### src/rtl/mem_stage_if.sv
// Data-memory bus between the memory stage (master) and data memory (slave).
// Uses a req/ready handshake; a completing read returns its word on dmem_rdata.
interface mem_stage_if #(
    parameter int DATA_WIDTH    = 32,
    parameter int ADDRESS_WIDTH = 32
);
    logic                     dmem_req;
    logic                     dmem_we;
    logic [ADDRESS_WIDTH-1:0] dmem_addr;
    logic [DATA_WIDTH-1:0]    dmem_wdata;
    logic [3:0]               dmem_be;
    logic                     dmem_ready;
    logic [DATA_WIDTH-1:0]    dmem_rdata;

    modport master (
        output dmem_req, dmem_we, dmem_addr, dmem_wdata, dmem_be,
        input  dmem_ready, dmem_rdata
    );

    modport slave (
        input  dmem_req, dmem_we, dmem_addr, dmem_wdata, dmem_be,
        output dmem_ready, dmem_rdata
    );
endinterface

### src/rtl/mem_stage.sv
// RV32I memory-access stage: drives the data-memory bus, aligns stores, extends
// loads, stalls upstream while memory is busy, and registers the M->W bundle.
module mem_stage #(
    parameter int DATA_WIDTH    = 32,
    parameter int ADDRESS_WIDTH = 32
) (
    input  logic                     clk,
    input  logic                     rst_n,

    input  logic [DATA_WIDTH-1:0]    m_aluresult,
    input  logic [DATA_WIDTH-1:0]    m_wdata,
    input  logic [4:0]               m_rd,
    input  logic [ADDRESS_WIDTH-1:0] m_pcplus4,
    input  logic                     m_regwrite,
    input  logic                     m_memwrite,
    input  logic [1:0]               m_resultsrc,
    input  logic [2:0]               m_funct3,

    mem_stage_if.master              dmem,

    output logic                     m_stall,

    output logic [DATA_WIDTH-1:0]    w_aluresult,
    output logic [DATA_WIDTH-1:0]    w_readdata,
    output logic [4:0]               w_rd,
    output logic [ADDRESS_WIDTH-1:0] w_pcplus4,
    output logic                     w_regwrite,
    output logic [1:0]               w_resultsrc,
    output logic                     w_fault
);

    localparam logic [0:0] IDLE = 1'b0;
    localparam logic [0:0] WAIT = 1'b1;

    localparam logic [1:0] RES_ALU  = 2'b00;
    localparam logic [1:0] RES_LOAD = 2'b01;
    localparam logic [1:0] RES_RSVD = 2'b11;

    localparam logic [2:0] F3_B  = 3'b000;
    localparam logic [2:0] F3_H  = 3'b001;
    localparam logic [2:0] F3_W  = 3'b010;
    localparam logic [2:0] F3_BU = 3'b100;
    localparam logic [2:0] F3_HU = 3'b101;

    // ------------------------------------------------------------------
    // Access decode and fault detection
    // ------------------------------------------------------------------
    logic is_store;
    logic is_load;
    logic access;
    logic funct3_legal;
    logic misaligned;
    logic fault;
    logic legal_access;
    logic load_done;

    // NOTE: every signal assigned in always_comb gets a value on every path,
    // otherwise synthesis infers a latch to hold the missing case.
    always_comb begin
        is_store = m_memwrite;
        is_load  = !m_memwrite && (m_resultsrc == RES_LOAD);
        access   = is_store || is_load;

        funct3_legal = 1'b0;
        case (m_funct3)
            F3_B, F3_H, F3_W: funct3_legal = 1'b1;
            F3_BU, F3_HU:     funct3_legal = is_load;
            default:          funct3_legal = 1'b0;
        endcase

        // funct3[1:0] encodes access size for every legal load/store
        misaligned = ((m_funct3[1:0] == 2'b01) && m_aluresult[0]) ||
                     ((m_funct3[1:0] == 2'b10) && (m_aluresult[1:0] != 2'b00));

        fault        = access && (!funct3_legal || misaligned);
        legal_access = access && !fault;
        load_done    = legal_access && is_load && dmem.dmem_ready;
    end

    // Request and stall are gated by reset so an abandoned access drops at once
    assign dmem.dmem_req = legal_access && rst_n;
    assign m_stall       = legal_access && !dmem.dmem_ready && rst_n;
    assign dmem.dmem_we  = is_store;
    assign dmem.dmem_addr = {m_aluresult[ADDRESS_WIDTH-1:2], 2'b00};

    // ------------------------------------------------------------------
    // Store lane alignment
    // ------------------------------------------------------------------
    always_comb begin
        dmem.dmem_be    = 4'b1111;
        dmem.dmem_wdata = m_wdata;
        if (is_store) begin
            case (m_funct3[1:0])
                2'b00: begin
                    dmem.dmem_be    = 4'b0001 << m_aluresult[1:0];
                    dmem.dmem_wdata = {4{m_wdata[7:0]}};
                end
                2'b01: begin
                    dmem.dmem_be    = m_aluresult[1] ? 4'b1100 : 4'b0011;
                    dmem.dmem_wdata = {2{m_wdata[15:0]}};
                end
                default: begin
                    dmem.dmem_be    = 4'b1111;
                    dmem.dmem_wdata = m_wdata;
                end
            endcase
        end
    end

    // ------------------------------------------------------------------
    // Load extraction and extension
    // ------------------------------------------------------------------
    logic [7:0]            load_byte;
    logic [15:0]           load_half;
    logic [DATA_WIDTH-1:0] load_ext;

    always_comb begin
        case (m_aluresult[1:0])
            2'b00:   load_byte = dmem.dmem_rdata[7:0];
            2'b01:   load_byte = dmem.dmem_rdata[15:8];
            2'b10:   load_byte = dmem.dmem_rdata[23:16];
            default: load_byte = dmem.dmem_rdata[31:24];
        endcase
        load_half = m_aluresult[1] ? dmem.dmem_rdata[31:16] : dmem.dmem_rdata[15:0];

        case (m_funct3)
            F3_B:    load_ext = {{24{load_byte[7]}}, load_byte};
            F3_H:    load_ext = {{16{load_half[15]}}, load_half};
            F3_BU:   load_ext = {24'd0, load_byte};
            F3_HU:   load_ext = {16'd0, load_half};
            default: load_ext = dmem.dmem_rdata;
        endcase
    end

    // ------------------------------------------------------------------
    // Access FSM
    // ------------------------------------------------------------------
    logic [0:0] state_q, state_d;

    always_comb begin
        state_d = state_q;
        case (state_q)
            IDLE:    if (legal_access && !dmem.dmem_ready) state_d = WAIT;
            WAIT:    if (!legal_access || dmem.dmem_ready) state_d = IDLE;
            default: state_d = IDLE;
        endcase
    end

    // ------------------------------------------------------------------
    // Memory -> writeback register
    // ------------------------------------------------------------------
    logic [DATA_WIDTH-1:0]    w_aluresult_q, w_aluresult_d;
    logic [DATA_WIDTH-1:0]    w_readdata_q,  w_readdata_d;
    logic [4:0]               w_rd_q,        w_rd_d;
    logic [ADDRESS_WIDTH-1:0] w_pcplus4_q,   w_pcplus4_d;
    logic                     w_regwrite_q,  w_regwrite_d;
    logic [1:0]               w_resultsrc_q, w_resultsrc_d;
    logic                     w_fault_q,     w_fault_d;

    always_comb begin
        // A stall inserts a bubble; payload fields simply hold
        w_aluresult_d = w_aluresult_q;
        w_readdata_d  = w_readdata_q;
        w_rd_d        = w_rd_q;
        w_pcplus4_d   = w_pcplus4_q;
        w_resultsrc_d = w_resultsrc_q;
        w_regwrite_d  = 1'b0;
        w_fault_d     = 1'b0;
        if (!m_stall) begin
            w_aluresult_d = m_aluresult;
            w_readdata_d  = load_done ? load_ext : '0;
            w_rd_d        = m_rd;
            w_pcplus4_d   = m_pcplus4;
            w_resultsrc_d = (m_resultsrc == RES_RSVD) ? RES_ALU : m_resultsrc;
            w_regwrite_d  = m_regwrite && !fault;
            w_fault_d     = fault;
        end
    end

    // NOTE: sequential state uses non-blocking assignments so every flop
    // samples pre-edge values regardless of statement order.
    always_ff @(posedge clk or negedge rst_n) begin
        if (!rst_n) begin
            state_q       <= IDLE;
            w_aluresult_q <= '0;
            w_readdata_q  <= '0;
            w_rd_q        <= '0;
            w_pcplus4_q   <= '0;
            w_regwrite_q  <= 1'b0;
            w_resultsrc_q <= '0;
            w_fault_q     <= 1'b0;
        end else begin
            state_q       <= state_d;
            w_aluresult_q <= w_aluresult_d;
            w_readdata_q  <= w_readdata_d;
            w_rd_q        <= w_rd_d;
            w_pcplus4_q   <= w_pcplus4_d;
            w_regwrite_q  <= w_regwrite_d;
            w_resultsrc_q <= w_resultsrc_d;
            w_fault_q     <= w_fault_d;
        end
    end

    assign w_aluresult = w_aluresult_q;
    assign w_readdata  = w_readdata_q;
    assign w_rd        = w_rd_q;
    assign w_pcplus4   = w_pcplus4_q;
    assign w_regwrite  = w_regwrite_q;
    assign w_resultsrc = w_resultsrc_q;
    assign w_fault     = w_fault_q;

endmodule

### src/flat_wrapper.sv
// flat-port wrapper written by rule: the top's interface ports become plain ports
module mem_stage_flat 
#(
    parameter int DATA_WIDTH    = 32,
    parameter int ADDRESS_WIDTH = 32
)
  (clk, rst_n, m_aluresult, m_wdata, m_rd, m_pcplus4, m_regwrite, m_memwrite, m_resultsrc, m_funct3, m_stall, w_aluresult, w_readdata, w_rd, w_pcplus4, w_regwrite, w_resultsrc, w_fault, dmem_dmem_req, dmem_dmem_we, dmem_dmem_addr, dmem_dmem_wdata, dmem_dmem_be, dmem_dmem_ready, dmem_dmem_rdata);
  mem_stage_if #(.DATA_WIDTH(DATA_WIDTH), .ADDRESS_WIDTH(ADDRESS_WIDTH)) dmem_i ();
  input  logic clk;
  input  logic rst_n;
  input  logic [DATA_WIDTH-1:0] m_aluresult;
  input  logic [DATA_WIDTH-1:0] m_wdata;
  input  logic [4:0] m_rd;
  input  logic [ADDRESS_WIDTH-1:0] m_pcplus4;
  input  logic m_regwrite;
  input  logic m_memwrite;
  input  logic [1:0] m_resultsrc;
  input  logic [2:0] m_funct3;
  output logic m_stall;
  output logic [DATA_WIDTH-1:0] w_aluresult;
  output logic [DATA_WIDTH-1:0] w_readdata;
  output logic [4:0] w_rd;
  output logic [ADDRESS_WIDTH-1:0] w_pcplus4;
  output logic w_regwrite;
  output logic [1:0] w_resultsrc;
  output logic w_fault;
  output wire logic [$bits(dmem_i.dmem_req)-1:0] dmem_dmem_req;
  output wire logic [$bits(dmem_i.dmem_we)-1:0] dmem_dmem_we;
  output wire logic [$bits(dmem_i.dmem_addr)-1:0] dmem_dmem_addr;
  output wire logic [$bits(dmem_i.dmem_wdata)-1:0] dmem_dmem_wdata;
  output wire logic [$bits(dmem_i.dmem_be)-1:0] dmem_dmem_be;
  input wire logic [$bits(dmem_i.dmem_ready)-1:0] dmem_dmem_ready;
  input wire logic [$bits(dmem_i.dmem_rdata)-1:0] dmem_dmem_rdata;
  assign dmem_dmem_req = dmem_i.dmem_req;
  assign dmem_dmem_we = dmem_i.dmem_we;
  assign dmem_dmem_addr = dmem_i.dmem_addr;
  assign dmem_dmem_wdata = dmem_i.dmem_wdata;
  assign dmem_dmem_be = dmem_i.dmem_be;
  assign dmem_i.dmem_ready = dmem_dmem_ready;
  assign dmem_i.dmem_rdata = dmem_dmem_rdata;
  mem_stage #(.DATA_WIDTH(DATA_WIDTH), .ADDRESS_WIDTH(ADDRESS_WIDTH)) u_core (.clk(clk), .rst_n(rst_n), .m_aluresult(m_aluresult), .m_wdata(m_wdata), .m_rd(m_rd), .m_pcplus4(m_pcplus4), .m_regwrite(m_regwrite), .m_memwrite(m_memwrite), .m_resultsrc(m_resultsrc), .m_funct3(m_funct3), .dmem(dmem_i), .m_stall(m_stall), .w_aluresult(w_aluresult), .w_readdata(w_readdata), .w_rd(w_rd), .w_pcplus4(w_pcplus4), .w_regwrite(w_regwrite), .w_resultsrc(w_resultsrc), .w_fault(w_fault));
endmodule
### config.mk
export PLATFORM = sky130hd
export DESIGN_NAME = mem_stage_flat
export DESIGN_NICKNAME = d
export VERILOG_FILES = /design/src/rtl/mem_stage_if.sv /design/src/rtl/mem_stage.sv /design/src/flat_wrapper.sv
export SDC_FILE = /design/constraint.sdc
export NUM_CORES = 1
export LEC_CHECK = 0
export CORE_MARGIN = 8
export CORE_UTILIZATION = 38
export DETAILED_ROUTE_END_ITERATION = 12
export PLACE_DENSITY = 0.92
export SLEW_MARGIN = 20
export SYNTH_ARGS = -nofsm -noshare
export SYNTH_HDL_FRONTEND = slang
export SYNTH_SLANG_ARGS = --single-unit
### constraint.sdc
create_clock -name clk -period 1.9 [get_ports clk]
set_clock_uncertainty 0.1 [all_clocks]
set_input_delay 0.19 -clock clk [delete_from_list [all_inputs] [get_ports clk]]
set_output_delay 0.19 -clock clk [all_outputs]
set_load 0.005 [all_outputs]
# After elaboration in Yosys (flattened, before gate mapping)
# Index checks and enable logic that the tools add are counted.
# totals
reg_bits	105
inputBits	143
# classes
eq_ne	10
n_shift	1
n_mux	13
n_reduce_logical	24
# ops
cell	count
32-bit one-hot mux with 4 select lines	1
32-bit two-way mux	2
32-bit one-hot mux with 2 select lines	1
8-bit one-hot mux with 3 select lines	1
16-bit two-way mux	1
1-bit logical AND	11
4-bit two-way mux	2
4-bit one-hot mux with 2 select lines	1
2-bit by 1-bit equality test with 1-bit output (second input constant)	3
2-bit equality test (second input constant)	3
3-bit equality test (second input constant)	2
1-bit logical NOT	4
2-bit logical NOT	2
1-bit by 2-bit left shift with 4-bit output (first input constant)	1
3-bit by 1-bit equality test with 1-bit output (second input constant)	1
3-bit by 2-bit equality test with 1-bit output (second input constant)	1
3-bit logical NOT	1
1-bit logical OR	3
3-bit OR reduction	1
1-bit two-way mux	2
2-bit two-way mux	1
1-bit one-hot mux with 2 select lines	1
2-bit nonzero test	1
2-bit OR reduction	1

# Longest topological paths before layout
# logic_depth
ltp_word	11
mapped_depth	8
mapped_depth_nobuf	4

# Worst setup path before layout
# No wires, ideal clock.
# synth_path
kind	input-to-reg
start	input m_funct3[2]
end	register u_core.w_aluresult_q[0] (netlist: u_core.w_aluresult[0])
t_arrival_ns	1.532
t_required_ns	1.675
path_slack_ns	0.143
cell_stages	6
n_path_buf	3
cell_sequence	buf_4 > nor4_4 > o221a_2 > buf_2 > buf_2 > mux2_2
# synth_via
elab_chain_len	10
# synth_lines
element	line	text
from (decl)	flat_wrapper.sv:18	input logic [2:0] m_funct3;
3-bit by 2-bit equality test with 1-bit output, or another cell as far along	mem_stage.sv:65	case (m_funct3)
3-bit OR reduction / 2-bit OR reduction (equally long branches)	mem_stage.sv:65	
1-bit one-hot mux with 2 select lines *	mem_stage.sv:65	
1-bit logical NOT *	mem_stage.sv:75	fault = access && (!funct3_legal || misaligned);
1-bit logical OR *	mem_stage.sv:75	
1-bit logical AND *	mem_stage.sv:75	
1-bit logical NOT *	mem_stage.sv:76	legal_access = access && !fault;
1-bit logical AND *	mem_stage.sv:76	
1-bit logical AND * (2 in a row)	mem_stage.sv:82	assign m_stall = legal_access && !dmem.dmem_ready && rst_n;
to (signal assigned)	mem_stage.sv:194	w_aluresult_q <= w_aluresult_d;
to (decl)	mem_stage.sv:152	logic [DATA_WIDTH-1:0] w_aluresult_q, w_aluresult_d;
# Mark *: on every way between the ends. The rest lies on a longest branch, timed or not.
# A chain may end at the register's enable or synchronous reset.

# Worst setup path in the final report
# layout_path
start	input m_aluresult[1]
end	register u_core.w_pcplus4_q[10] (netlist: u_core.w_pcplus4[10])
# layout_via
elab_chain_len	9
# layout_lines
element	line	text
from (decl)	flat_wrapper.sv:11	input logic [DATA_WIDTH-1:0] m_aluresult;
2-bit nonzero test	mem_stage.sv:73	((m_funct3[1:0] == 2'b10) && (m_aluresult[1:0] != 2'b00));
1-bit logical AND	mem_stage.sv:73	
1-bit logical OR	mem_stage.sv:72	misaligned = ((m_funct3[1:0] == 2'b01) && m_aluresult[0]) ||
1-bit logical OR	mem_stage.sv:75	
1-bit logical AND	mem_stage.sv:75	
1-bit logical NOT	mem_stage.sv:76	
1-bit logical AND	mem_stage.sv:76	
1-bit logical AND (2 in a row)	mem_stage.sv:82	
to (signal assigned)	mem_stage.sv:197	w_pcplus4_q <= w_pcplus4_d;
to (decl)	mem_stage.sv:155	logic [ADDRESS_WIDTH-1:0] w_pcplus4_q, w_pcplus4_d;
# No other way between the ends.

==> run metrics <==
master of the slowest instance on the critical path=clkdlybuf4s50_1; Max-slew headroom=0.6462; antenna fix cells=0; synthesized netlist cell count=457; syn avg cell area=11.52 um2; critical path class=input pin to register; number of flops mapped to enable cells by yosys=0; worst vdd rail ir drop=0.0004168 V; NumNets Final=906; clock root buffer=clkbuf_16; horizontal die dimension=133.7 um; distinct cell type count of the synthesized netlist=41; count of TritonRoute iterations in the first routing pass=4; clock-pin transition on the worst setup and hold timing paths=0.07 ns; Min-Delay Path Class=input pin to register; required arrival time at the worst endpoint=~2 ns; Post-Route Utilization=0.6531; Hold Violations, Final=0; Die ar.=17880 um2; clock tree from TritonCTS=done; warning count from the yosys run=0; number of buffers created by CTS=9; vias in the first global route=5237; pin count of the biggest net entering global routing=53; row cnt=43; cell family with the largest share of critical-path delay=buffers and inverters; share of power burned in the clock network=0.326; arrival time of the worst setup path=approximately 2.0 ns; Initial Util=0.3839; Peak Freq=between 0.5 and 0.6 GHz; category of the worst setup path launch point=input pin; total power=5.405 mW; register bit total from synthesis=105; sequential-to-total area share from yosys stat=0.4989; leakage power figure=about 3.8 nW; cells along the critical path=clkdlybuf4s50_1 -> buf_4 -> nor4_4 -> o221a_4 -> buf_16 -> mux2_2; number of antenna-violating nets in the routed design=0; Flop pwr share=0.443; clock period minus worst slack=1.887 ns; hpwl dp=15.61 mm; worst hold margin=approximately 0.25 ns; area growth from synthesis to final layout=70.14%; drt first-iter violations=242; number of placed I/O pins=319; number of buffers on the longest clock path=2; switching share of power=0.2470; count of pins over their slew limit=0; ratio of final minimum period to clock period=0.9929; wire length of the first global-routing pass=29.34 mm; post-route worst setup slack=0.01349 ns; transition time at the pin with the least slew margin=0.5307 ns; vias per cell=5.105; cell internal pwr=4.070 mW; power density over the cells=around 600 nW/um2; max_cap viols=0; clock sink count=105; Setup-failing EPs final=0; worst skew pair latency=0.33 ns; WL per Instance=20.28 um; crit path capture type=register; primary flip-flop cell chosen by synthesis mapping=dfrtp_1; Critical path buffers and inverters=3; DRC viols=0; area of the mapped netlist=5266 um2; overall die height=133.7 um; total wire length after detailed routing=19.23 mm; GRT Overall Usage=0.2075; switching power=about 1.3 mW; Largest stage delay, worst path=around 0.41 ns; pre-CTS setup slack=-0.5946 ns; part of the total power dissipated in combinational logic=0.231; global-route congestion overflow total=0; peak fanout along the critical path=51; Core Area=13720 um2; Via Count=4840; proportion of synthesized flip-flops having asynchronous set or reset=1.000; PortBufs=316; outcome=finished clean; setup repair after global routing missed its margin=yes; fraction of final layout cells with drive strength greater than 1=0.2266; routability congestion estimate from global placement=0.8971; initial antenna violation count=1; total number of H-tree levels=3
==> per-stage QoR <==
stage,cells,cell area [um2],setup TNS [ns]
2_1_floorplan,458,5270,0
3_3_place_gp,927,8578,-48.18
3_5_place_dp,927,8578,-51.46
4_1_cts,946,8920,0
5_1_grt,948,8960,-0.1193
6_report,948,8960,0
==> layout by cell type (no fill, tap or decap), types with 6 or more instances in the layout <==
cell type / n
a22o_1: 9
buf_4: 43
nand2_1: 57
a21oi_1: 12
o31ai_1: 8
clkbuf_16: 9
a221oi_1: 7
o21ai_0: 21
or3_1: 7
dlygate4sd2_1: 15
mux2_2: 79
mux2i_1: 16
a221o_2: 10
clkdlybuf4s50_1: 291
dfrtp_1: 105
a221o_1: 6
nor2_1: 10
==> cell type report <==
cell class | count | area, um2
clock buffers | 11 | 242.7
clock inverters | 5 | 40.04
fillers | 1044 | 4760
inverters | 4 | 16.27
multi-input cells | 275 | 2197
flip-flops and latches | 105 | 2628
well taps | 180 | 225.2
repair buffers | 368 | 3611
==> metal layers <==
metal / vias to the layer above / part of all wire / track usage
met1: 2330 / 0.37 / 0.2207
li1: 2222 / - / -
met2: 260 / 0.52 / 0.3781
met4: 0 / 0.019 / 0.06051
met5: - / 0 / 0
met3: 28 / 0.093 / 0.07191
==> cell usage after synthesis, drive strengths merged (3+ instances only) <==
cell type	count	area share
or3	7	0.0083
a221o	16	0.033
nor2	11	0.0078
mux2i	16	0.030
a221oi	7	0.012
o21ai	25	0.024
nor2b	4	0.0048
buf	62	0.082
nand2	57	0.041
nand2b	4	0.0048
inv	3	0.0021
dfrtp	105	0.50
o31ai	8	0.011
mux2	79	0.17
a21oi	12	0.011
a22o	9	0.015
clkbuf	12	0.0086
==> registers in the layout, indices dropped and copies added (netlist names) <==
signal              flops
u_core.w_fault          1
u_core.w_pcplus4       32
u_core.w_resultsrc      2
u_core.w_aluresult     32
u_core.w_rd             5
u_core.w_regwrite       1
u_core.w_readdata      32
==> tightest hold or removal path, stage by stage <==
cell and delay, ns:
dlymetal6s2s_1 0.15, buf_4 0.14, nand2b_1 0.07, o21ai_0 0.08
==> final timing paths <==
check / start / end / slack (ns) / depth (start not counted)
min in group asynchronous: rst_n / u_core.w_pcplus4[3] / 0.37 / 3
max reg2reg: u_core.w_readdata[26] / u_core.w_readdata[26] / 0.93 / 1
min reg2reg: u_core.w_readdata[2] / u_core.w_readdata[2] / 0.38 / 2
max: m_aluresult[1] / u_core.w_pcplus4[10] / 0.01 / 6
max in group asynchronous: rst_n / u_core.w_aluresult[15] / 0.47 / 4
min: m_resultsrc[1] / u_core.w_resultsrc[1] / 0.25 / 4
==> power by group through the flow <==
stage          Sequential, mW  Combinational, mW  Clock (mW)
6_report                 2.39               1.25        1.76
5_1_grt                  2.40               1.34        1.91
4_1_cts                  2.39               1.26        1.81
3_5_place_dp             2.44               1.25           0
3_3_place_gp             2.43               1.23           0
2_1_floorplan            2.44              0.386           0
==> cells by family after synthesis <==
group / synth area share
mux: 0.1993
simple gates: 0.08363
other cells: 0.0007121
flops: 0.4989
buf+inv: 0.09337
compound gates: 0.1240
==> repair_timing <==
action | 4_1_cts | 5_1_grt
endpoints found under the hold margin | 27 | 0
setup endpoints to repair | 115 | 85
cloned | 0 | 1
setup buffers | 2 | 1
pin swaps | 4 | 2
gates resized for setup | 39 | 14
hold buffers | 1 | 0
Note: power is estimated with default switching activity, not from simulation.
